===== src/rtl/cache_pmem_arbiter_if.sv =====
// Bundle of I-cache, D-cache and physical-memory line-port signals around the arbiter.
// The master modport is the arbiter's view; slave is the caches/memory side.
interface cache_pmem_arbiter_if #(
    parameter int LINE_W = 128,
    parameter int ADDR_W = 16
);
    logic              i_pmem_read;
    logic [ADDR_W-1:0] i_pmem_address;
    logic [LINE_W-1:0] i_pmem_rdata;
    logic              i_pmem_resp;

    logic              d_pmem_read;
    logic              d_pmem_write;
    logic [ADDR_W-1:0] d_pmem_address;
    logic [LINE_W-1:0] d_pmem_wdata;
    logic [LINE_W-1:0] d_pmem_rdata;
    logic              d_pmem_resp;

    logic              pmem_read;
    logic              pmem_write;
    logic [ADDR_W-1:0] pmem_address;
    logic [LINE_W-1:0] pmem_wdata;
    logic [LINE_W-1:0] pmem_rdata;
    logic              pmem_resp;

    modport master (
        input  i_pmem_read, i_pmem_address,
        input  d_pmem_read, d_pmem_write, d_pmem_address, d_pmem_wdata,
        input  pmem_rdata, pmem_resp,
        output i_pmem_rdata, i_pmem_resp,
        output d_pmem_rdata, d_pmem_resp,
        output pmem_read, pmem_write, pmem_address, pmem_wdata
    );

    modport slave (
        output i_pmem_read, i_pmem_address,
        output d_pmem_read, d_pmem_write, d_pmem_address, d_pmem_wdata,
        output pmem_rdata, pmem_resp,
        input  i_pmem_rdata, i_pmem_resp,
        input  d_pmem_rdata, d_pmem_resp,
        input  pmem_read, pmem_write, pmem_address, pmem_wdata
    );
endinterface


===== src/rtl/cache_pmem_arbiter.sv =====
// Shares one physical-memory line port between the I-cache and D-cache miss paths.
//
// state      | meaning
// -----------+---------------------------------------------------------------
// ST_IDLE    | no owner; pmem outputs quiet; picks the next requester
// ST_SERVE_I | I-cache owns pmem; response/rdata routed to I side only
// ST_SERVE_D | D-cache owns pmem; response/rdata routed to D side only
module cache_pmem_arbiter #(
    parameter int LINE_W       = 128,
    parameter int ADDR_W       = 16,
    parameter int FIXED_D_PRIO = 0
) (
    input logic                  clk,
    input logic                  reset,
    cache_pmem_arbiter_if.master bus
);
    typedef enum logic [1:0] {ST_IDLE, ST_SERVE_I, ST_SERVE_D} state_t;

    state_t            r_state;
    state_t            w_state_nxt;
    logic              r_last_d;
    logic              w_last_d_nxt;
    logic              w_i_req;
    logic              w_d_req;
    logic              w_pmem_read;
    logic              w_pmem_write;
    logic [ADDR_W-1:0] w_pmem_address;
    logic [LINE_W-1:0] w_pmem_wdata;
    logic [LINE_W-1:0] w_i_rdata;
    logic [LINE_W-1:0] w_d_rdata;
    logic              w_i_resp;
    logic              w_d_resp;

    assign w_i_req = bus.i_pmem_read;
    assign w_d_req = bus.d_pmem_read | bus.d_pmem_write;

    always_ff @(posedge clk or negedge reset) begin
        if (!reset) begin
            r_state  <= ST_IDLE;
            r_last_d <= 1'b0;
        end else begin
            r_state  <= w_state_nxt;
            r_last_d <= w_last_d_nxt;
        end
    end

    always_comb begin
        w_state_nxt    = r_state;
        w_last_d_nxt   = r_last_d;
        w_pmem_read    = 1'b0;
        w_pmem_write   = 1'b0;
        w_pmem_address = '0;
        w_pmem_wdata   = '0;
        w_i_rdata      = '0;
        w_i_resp       = 1'b0;
        w_d_rdata      = '0;
        w_d_resp       = 1'b0;

        case (r_state)
            ST_IDLE: begin
                // On contention round-robin favours whoever was not served last.
                if (w_i_req && w_d_req) begin
                    if (FIXED_D_PRIO != 0 || !r_last_d) w_state_nxt = ST_SERVE_D;
                    else                                w_state_nxt = ST_SERVE_I;
                end else if (w_i_req) begin
                    w_state_nxt = ST_SERVE_I;
                end else if (w_d_req) begin
                    w_state_nxt = ST_SERVE_D;
                end
            end
            ST_SERVE_I: begin
                w_pmem_read    = bus.i_pmem_read;
                w_pmem_address = bus.i_pmem_address;
                w_i_resp       = bus.pmem_resp;
                w_i_rdata      = bus.pmem_rdata;
                if (bus.pmem_resp) begin
                    w_state_nxt  = ST_IDLE;
                    w_last_d_nxt = 1'b0;
                end else if (!w_i_req) begin
                    w_state_nxt = ST_IDLE;
                end
            end
            ST_SERVE_D: begin
                // A simultaneous read and write is illegal; the write is honoured.
                w_pmem_write   = bus.d_pmem_write;
                w_pmem_read    = bus.d_pmem_read & ~bus.d_pmem_write;
                w_pmem_address = bus.d_pmem_address;
                w_pmem_wdata   = bus.d_pmem_wdata;
                w_d_resp       = bus.pmem_resp;
                w_d_rdata      = bus.pmem_rdata;
                if (bus.pmem_resp) begin
                    w_state_nxt  = ST_IDLE;
                    w_last_d_nxt = 1'b1;
                end else if (!w_d_req) begin
                    w_state_nxt = ST_IDLE;
                end
            end
            default: begin
                w_state_nxt = ST_IDLE;
            end
        endcase
    end

    assign bus.pmem_read    = w_pmem_read;
    assign bus.pmem_write   = w_pmem_write;
    assign bus.pmem_address = w_pmem_address;
    assign bus.pmem_wdata   = w_pmem_wdata;
    assign bus.i_pmem_rdata = w_i_rdata;
    assign bus.i_pmem_resp  = w_i_resp;
    assign bus.d_pmem_rdata = w_d_rdata;
    assign bus.d_pmem_resp  = w_d_resp;
endmodule


===== src/flat_wrapper.sv =====
// flat-port wrapper written by rule: the top's interface ports become plain ports
module cache_pmem_arbiter_flat 
#(
    parameter int LINE_W       = 128,
    parameter int ADDR_W       = 16,
    parameter int FIXED_D_PRIO = 0
)
  (clk, reset, bus_i_pmem_read, bus_i_pmem_address, bus_d_pmem_read, bus_d_pmem_write, bus_d_pmem_address, bus_d_pmem_wdata, bus_pmem_rdata, bus_pmem_resp, bus_i_pmem_rdata, bus_i_pmem_resp, bus_d_pmem_rdata, bus_d_pmem_resp, bus_pmem_read, bus_pmem_write, bus_pmem_address, bus_pmem_wdata);
  cache_pmem_arbiter_if #(.LINE_W(LINE_W), .ADDR_W(ADDR_W)) bus_i ();
  input logic clk;
  input logic reset;
  input wire logic [$bits(bus_i.i_pmem_read)-1:0] bus_i_pmem_read;
  input wire logic [$bits(bus_i.i_pmem_address)-1:0] bus_i_pmem_address;
  input wire logic [$bits(bus_i.d_pmem_read)-1:0] bus_d_pmem_read;
  input wire logic [$bits(bus_i.d_pmem_write)-1:0] bus_d_pmem_write;
  input wire logic [$bits(bus_i.d_pmem_address)-1:0] bus_d_pmem_address;
  input wire logic [$bits(bus_i.d_pmem_wdata)-1:0] bus_d_pmem_wdata;
  input wire logic [$bits(bus_i.pmem_rdata)-1:0] bus_pmem_rdata;
  input wire logic [$bits(bus_i.pmem_resp)-1:0] bus_pmem_resp;
  output wire logic [$bits(bus_i.i_pmem_rdata)-1:0] bus_i_pmem_rdata;
  output wire logic [$bits(bus_i.i_pmem_resp)-1:0] bus_i_pmem_resp;
  output wire logic [$bits(bus_i.d_pmem_rdata)-1:0] bus_d_pmem_rdata;
  output wire logic [$bits(bus_i.d_pmem_resp)-1:0] bus_d_pmem_resp;
  output wire logic [$bits(bus_i.pmem_read)-1:0] bus_pmem_read;
  output wire logic [$bits(bus_i.pmem_write)-1:0] bus_pmem_write;
  output wire logic [$bits(bus_i.pmem_address)-1:0] bus_pmem_address;
  output wire logic [$bits(bus_i.pmem_wdata)-1:0] bus_pmem_wdata;
  assign bus_i.i_pmem_read = bus_i_pmem_read;
  assign bus_i.i_pmem_address = bus_i_pmem_address;
  assign bus_i.d_pmem_read = bus_d_pmem_read;
  assign bus_i.d_pmem_write = bus_d_pmem_write;
  assign bus_i.d_pmem_address = bus_d_pmem_address;
  assign bus_i.d_pmem_wdata = bus_d_pmem_wdata;
  assign bus_i.pmem_rdata = bus_pmem_rdata;
  assign bus_i.pmem_resp = bus_pmem_resp;
  assign bus_i_pmem_rdata = bus_i.i_pmem_rdata;
  assign bus_i_pmem_resp = bus_i.i_pmem_resp;
  assign bus_d_pmem_rdata = bus_i.d_pmem_rdata;
  assign bus_d_pmem_resp = bus_i.d_pmem_resp;
  assign bus_pmem_read = bus_i.pmem_read;
  assign bus_pmem_write = bus_i.pmem_write;
  assign bus_pmem_address = bus_i.pmem_address;
  assign bus_pmem_wdata = bus_i.pmem_wdata;
  cache_pmem_arbiter #(.LINE_W(LINE_W), .ADDR_W(ADDR_W), .FIXED_D_PRIO(FIXED_D_PRIO)) u_core (.clk(clk), .reset(reset), .bus(bus_i));
endmodule

===== config.mk =====
export PLATFORM = sky130hd
export DESIGN_NAME = cache_pmem_arbiter_flat
export DESIGN_NICKNAME = d
export VERILOG_FILES = /design/src/rtl/cache_pmem_arbiter_if.sv /design/src/rtl/cache_pmem_arbiter.sv /design/src/flat_wrapper.sv
export SDC_FILE = /design/constraint.sdc
export NUM_CORES = 1
export LEC_CHECK = 0
export ABC_AREA = 0
export ABC_CLOCK_PERIOD_IN_PS = 1700
export BUFFER_PORTS_ARGS = -buffer_cell sky130_fd_sc_hd__buf_2
export CAP_MARGIN = 20
export CORE_AREA = 2 2 272 274
export CTS_CLUSTER_DIAMETER = 120
export CTS_CLUSTER_SIZE = 20
export DETAILED_ROUTE_END_ITERATION = 7
export DIE_AREA = 0 0 274 276
export HOLD_SLACK_MARGIN = 0.06
export PLACE_DENSITY = 0.3
export RECOVER_POWER = 100
export SLEW_MARGIN = 20
export SYNTH_ARGS = -nofsm -noshare
export SYNTH_HDL_FRONTEND = slang
export SYNTH_SLANG_ARGS = --single-unit

===== constraint.sdc =====
create_clock -name clk -period 1.7 [get_ports clk]
set_input_delay 0.17 -clock clk [delete_from_list [all_inputs] [get_ports clk]]
set_output_delay 0.17 -clock clk [all_outputs]
set_load 0.02 [all_outputs]

* Word level (Yosys, flattened, before mapping)
Index checks and enable logic that the tools add are counted.
Word-level totals: register bits 3, input bits 294, output and inout bits 404, word-level logic and storage cells 37
Operators by class: equal/unequal tests 7, mux-type cells 20, bitwise operators 3, reductions and logical operators 5
Operators with widths (count):
- $mux 128 | 3
- $pmux 16 s2 | 1
- $mux 2 | 8
- $ne 3x3->1 const B | 2
- $pmux 2 s3 | 1
- $reduce_and 3->1 | 2
- $mux 1 | 5
- $ne 2x2->1 const B | 2
- $ne 4x2->1 const B | 1
- $pmux 1 s2 | 2
- $eq 2x1->1 const B | 1
- $eq 2x2->1 const B | 1
- $logic_not 2->1 | 1
- $reduce_bool 2->1 | 1
- $and 1x1->1 | 1
- $logic_and 1x1->1 | 1
- $not 1->1 | 1
- $or 1x1->1 | 1

* Logic depth before layout (Yosys ltp)
word-level depth 5, depth in mapped cells 7, gate-level depth less buffers 5

* Worst setup path before layout
No wires, ideal clock.
path type flip-flop to output port, start point register u_core.r_state[1], end point output port bus_pmem_address[0], arrival 1507 ps, data required time 1530 ps, path slack 23 ps, stages on the path, launching flop included 7, path buffers 2, path through dfrtp_1 -> inv_1 -> ha_1 -> clkbuf_1 -> buf_2 -> a22oi_1 -> nor2b_1
Between the ends: word-level cells in the longest chain between the ends 2, elaborated cells between the ends (all ways) 3, those cells by class 2 x eq/ne; 1 x mux
Ends and longest elaborated chain:
- start: declaration | RTL line cache_pmem_arbiter.sv:19 | state_t r_state;
- start signal: assignment | RTL line cache_pmem_arbiter.sv:42 | r_state <= w_state_nxt;
- $eq 2x2->1 / $eq 2x1->1 (equally long branches) | RTL line cache_pmem_arbiter.sv:59 | case (r_state)
- $pmux 16 s2 * | RTL line cache_pmem_arbiter.sv:59
- end: declaration | RTL line flat_wrapper.sv:26 | output wire logic [$bits(bus_i.pmem_address)-1:0] bus_pmem_address;
Every way passes the cells marked *; elsewhere a longest branch is shown, timed or not.

* Final worst setup path
start point register u_core.r_state[0], end point output port bus_i_pmem_rdata[73]
Between the ends: word-level cells in the longest chain between the ends 2
Ends and longest elaborated chain:
- $eq 2x1->1 | RTL line cache_pmem_arbiter.sv:59
- $mux 128 | RTL line cache_pmem_arbiter.sv:59
- end: declaration | RTL line flat_wrapper.sv:20 | output wire logic [$bits(bus_i.i_pmem_rdata)-1:0] bus_i_pmem_rdata;
Every way passes these cells.

==> reports/results.ini <==
[run_status]
status = finished, violations left
violations = negative setup slack

[pwr]
ir_drop_mv = 0.6123
power.density_mw_per_mm2 = 1522
leakage_nw = 5.253

[clock_network]
clock_tree.root_cell = clkbuf_16
htree_levels = 1
clock-sinks = 3
cts_tree = built
clk_pin_slew_ns = 0.03
worstSkewPairLatency_ns = 0.23
clockBufferDepth = 2
cts_buffers = 3

[grt]
grt_max_degree = 63
grt_usage_pct = 11.45
gr-total-overflow = 0
first_global_vias = 6274
grt_pass1_wl_um = 58190
antenna_found_initial = 76

[timing]
setup_viol = 380
report.final.slew_viol_count = 0
maxSlewHeadroom_pct = 80.33
min_period_ns = 1.867
max_freq_ghz = 0.5355
worstMarginPinSlew_ns = 0.2945
skew_ns = 0.003235
report.final.hold_viol_count = 0
finalWorstSetupSlack_ns = -0.1674
timing.final.crit_share_pct = 109.8
rsz0062_at_grt = true

[floorplanning]
start_util_pct = 4.213
num_io_pins = 698
fp.dieW_um = 274
dieArea_mm2 = 0.07562
num_rows = 99
core_area_mm2 = 0.07259
dieHeight_um = 276

[route]
viasPerCell = 2.994
drt_pass1_iterations = 4
ant_nets = 0
drc = 0
routed_wl_um = 48260
post_drt_wl_per_cell_um = 22.24
vias = 6496
dr.first_iter.drc_count = 158

[layout]
drive_gt1_share_pct = 70.00
nets = 1498
area_delta_synth_final_pct = 217.0
num-fill-cells = 8497
final_area_mm2 = 0.009694
utilization_pct = 13.36

[yosys]
synth_cell_types = 21
synthesis.area_mm2 = 0.003058
yosys_warnings = 0
synthCells = 491
yosysTopAreaCell = and2_1
syn_area_per_cell_um2 = 6.228
synth_seq_cells = 3
synth_area_leaders = and2_1 79%, clkbuf_1 5.8%, a22oi_1 3.9%, nor2b_1 3.3%, dfrtp_1 2.5%
synth-seq-area-share_pct = 2.455
syn_nets = 788
yosys.area.top_type_share_pct = 78.97

[critical_path]
start_kind = flop
crit_path_end_kind = output pin
path_class = reg -> out
crit_fanout = 8
worstPathArrival_ns = 1.70
crit_required_ns = 1.53

[min_path]
hold_class = in -> reg

[placed_design]
numPortBuffers = 697
dp_hpwl_um = 42640
gp_congestion = 0.8019
place_area_mm2 = 0.007928

[run]
maxCapViolCount = 0

metal layers:
layer,GRT usage (%),up-vias,part of all wire [%]
li1,-,2912,-
met3,6.323,127,13
met1,11.45,2897,35
met2,20.91,476,49
met4,1.798,84,2.0
met5,0,-,1.0
synthesized netlist by cell type (all sizes together):
cell type	number
or4b	1
o21bai	1
mux2	1
a21boi	1
nor2	1
buf	1
inv	4
mux2i	1
a21o	1
o21ai	1
nor2b	16
ha	3
clkbuf	47
nand3b	1
dfrtp	3
nand2	3
a22oi	16
and2	387
o311ai	1
nand3	1
cell type report:
type / instances / area (um2) / share of cell area, %
repair buffers: 753 / 5245 / 54.10
multi-input cells: 436 / 3053 / 31.49
well taps: 959 / 1200 / 12.38
clock buffers: 4 / 78.83 / 0.8131
flip-flops and latches: 3 / 75.07 / 0.7744
diodes: 11 / 27.53 / 0.2839
inverters: 4 / 15.01 / 0.1549
cell families after synthesis:
kind of cell / synth area share [%]
DFF: 2.455
buffers and inverters: 6.424
muxes: 0.8182
and+or+nand+nor: 83.72
AOI/OAI and AO/OA: 5.360
adders and majority gates: 1.228
critical path, stage by stage, from the launching register on:
cell and delay [ns]:
dfrtp_1 0.38, buf_4 0.15, ha_4 0.18, buf_12 0.16
buf_4 0.16, buf_16 0.13, and2_1 0.13, buf_2 0.16
registers in the layout (all words and copies together), names as in the netlist:
register / flops
u_core.r_state: 2
u_core.r_last_d: 1
per-stage QoR:
stage          TNS [ns]  setup slack [ns]  hold slack [ns]  std cells  total power [mW]
3_3_place_gp   -0.04778          -0.03094         -0.01808       2124             11.16
2_1_floorplan         0           0.02336          -0.1256        491             6.279
4_1_cts          -32.40           -0.2049           0.2544       2137             12.86
6_report         -30.09           -0.1674           0.2559       2170             14.75
5_1_grt          -55.85           -0.2372           0.2885       2163             15.68
3_5_place_dp    -0.1179          -0.04981         -0.01190       2124             11.18
path summary, 6_finish.rpt:
check,startpoint,end,slack (ns),depth (start not counted)
worst max-delay path,u_core.r_state[0],bus_i_pmem_rdata[73],-0.17,7
worst min-delay path,bus_i_pmem_read,u_core.r_state[0],0.26,3
worst max register to register,u_core.r_state[0],u_core.r_state[1],-0.07,6
worst min register to register,u_core.r_last_d,u_core.r_last_d,0.52,1
max in group asynchronous,reset,u_core.r_state[1],1.08,2
min in group asynchronous,reset,u_core.r_last_d,0.44,2
timing repair:
action,in CTS,in global routing
pin swaps,1,43
hold buffers,1,0
resized for setup,137,262
setup endpoints to repair,321,403
setup buffers,5,13
endpoints found under the hold margin,3,0
gates cloned,3,13
report_power, final:
| part | leakage [nW] | internal (mW) | switching, mW |
|---|---|---|---|
| sequential | 0.0363 | 0.105 | 0.0261 |
| clock | 0.0382 | 0.310 | 0.0685 |
| combinational | 5.18 | 6.59 | 7.65 |
| total | 5.25 | 7.00 | 7.75 |
placed cells by master (no fill, tap or decap), types with 6 or more instances in the layout:
master / netlist / final
nor2b_1: 16 / 15
clkbuf_16: 0 / 14
a22oi_1: 16 / 7
buf_16: 0 / 6
buf_6: 0 / 105
a22oi_2: 0 / 9
buf_12: 0 / 12
diode_2: 0 / 11
and2_1: 386 / 320
buf_4: 0 / 99
buf_2: 1 / 514
and2_4: 0 / 66
Power figures use the tool's default switching activity.
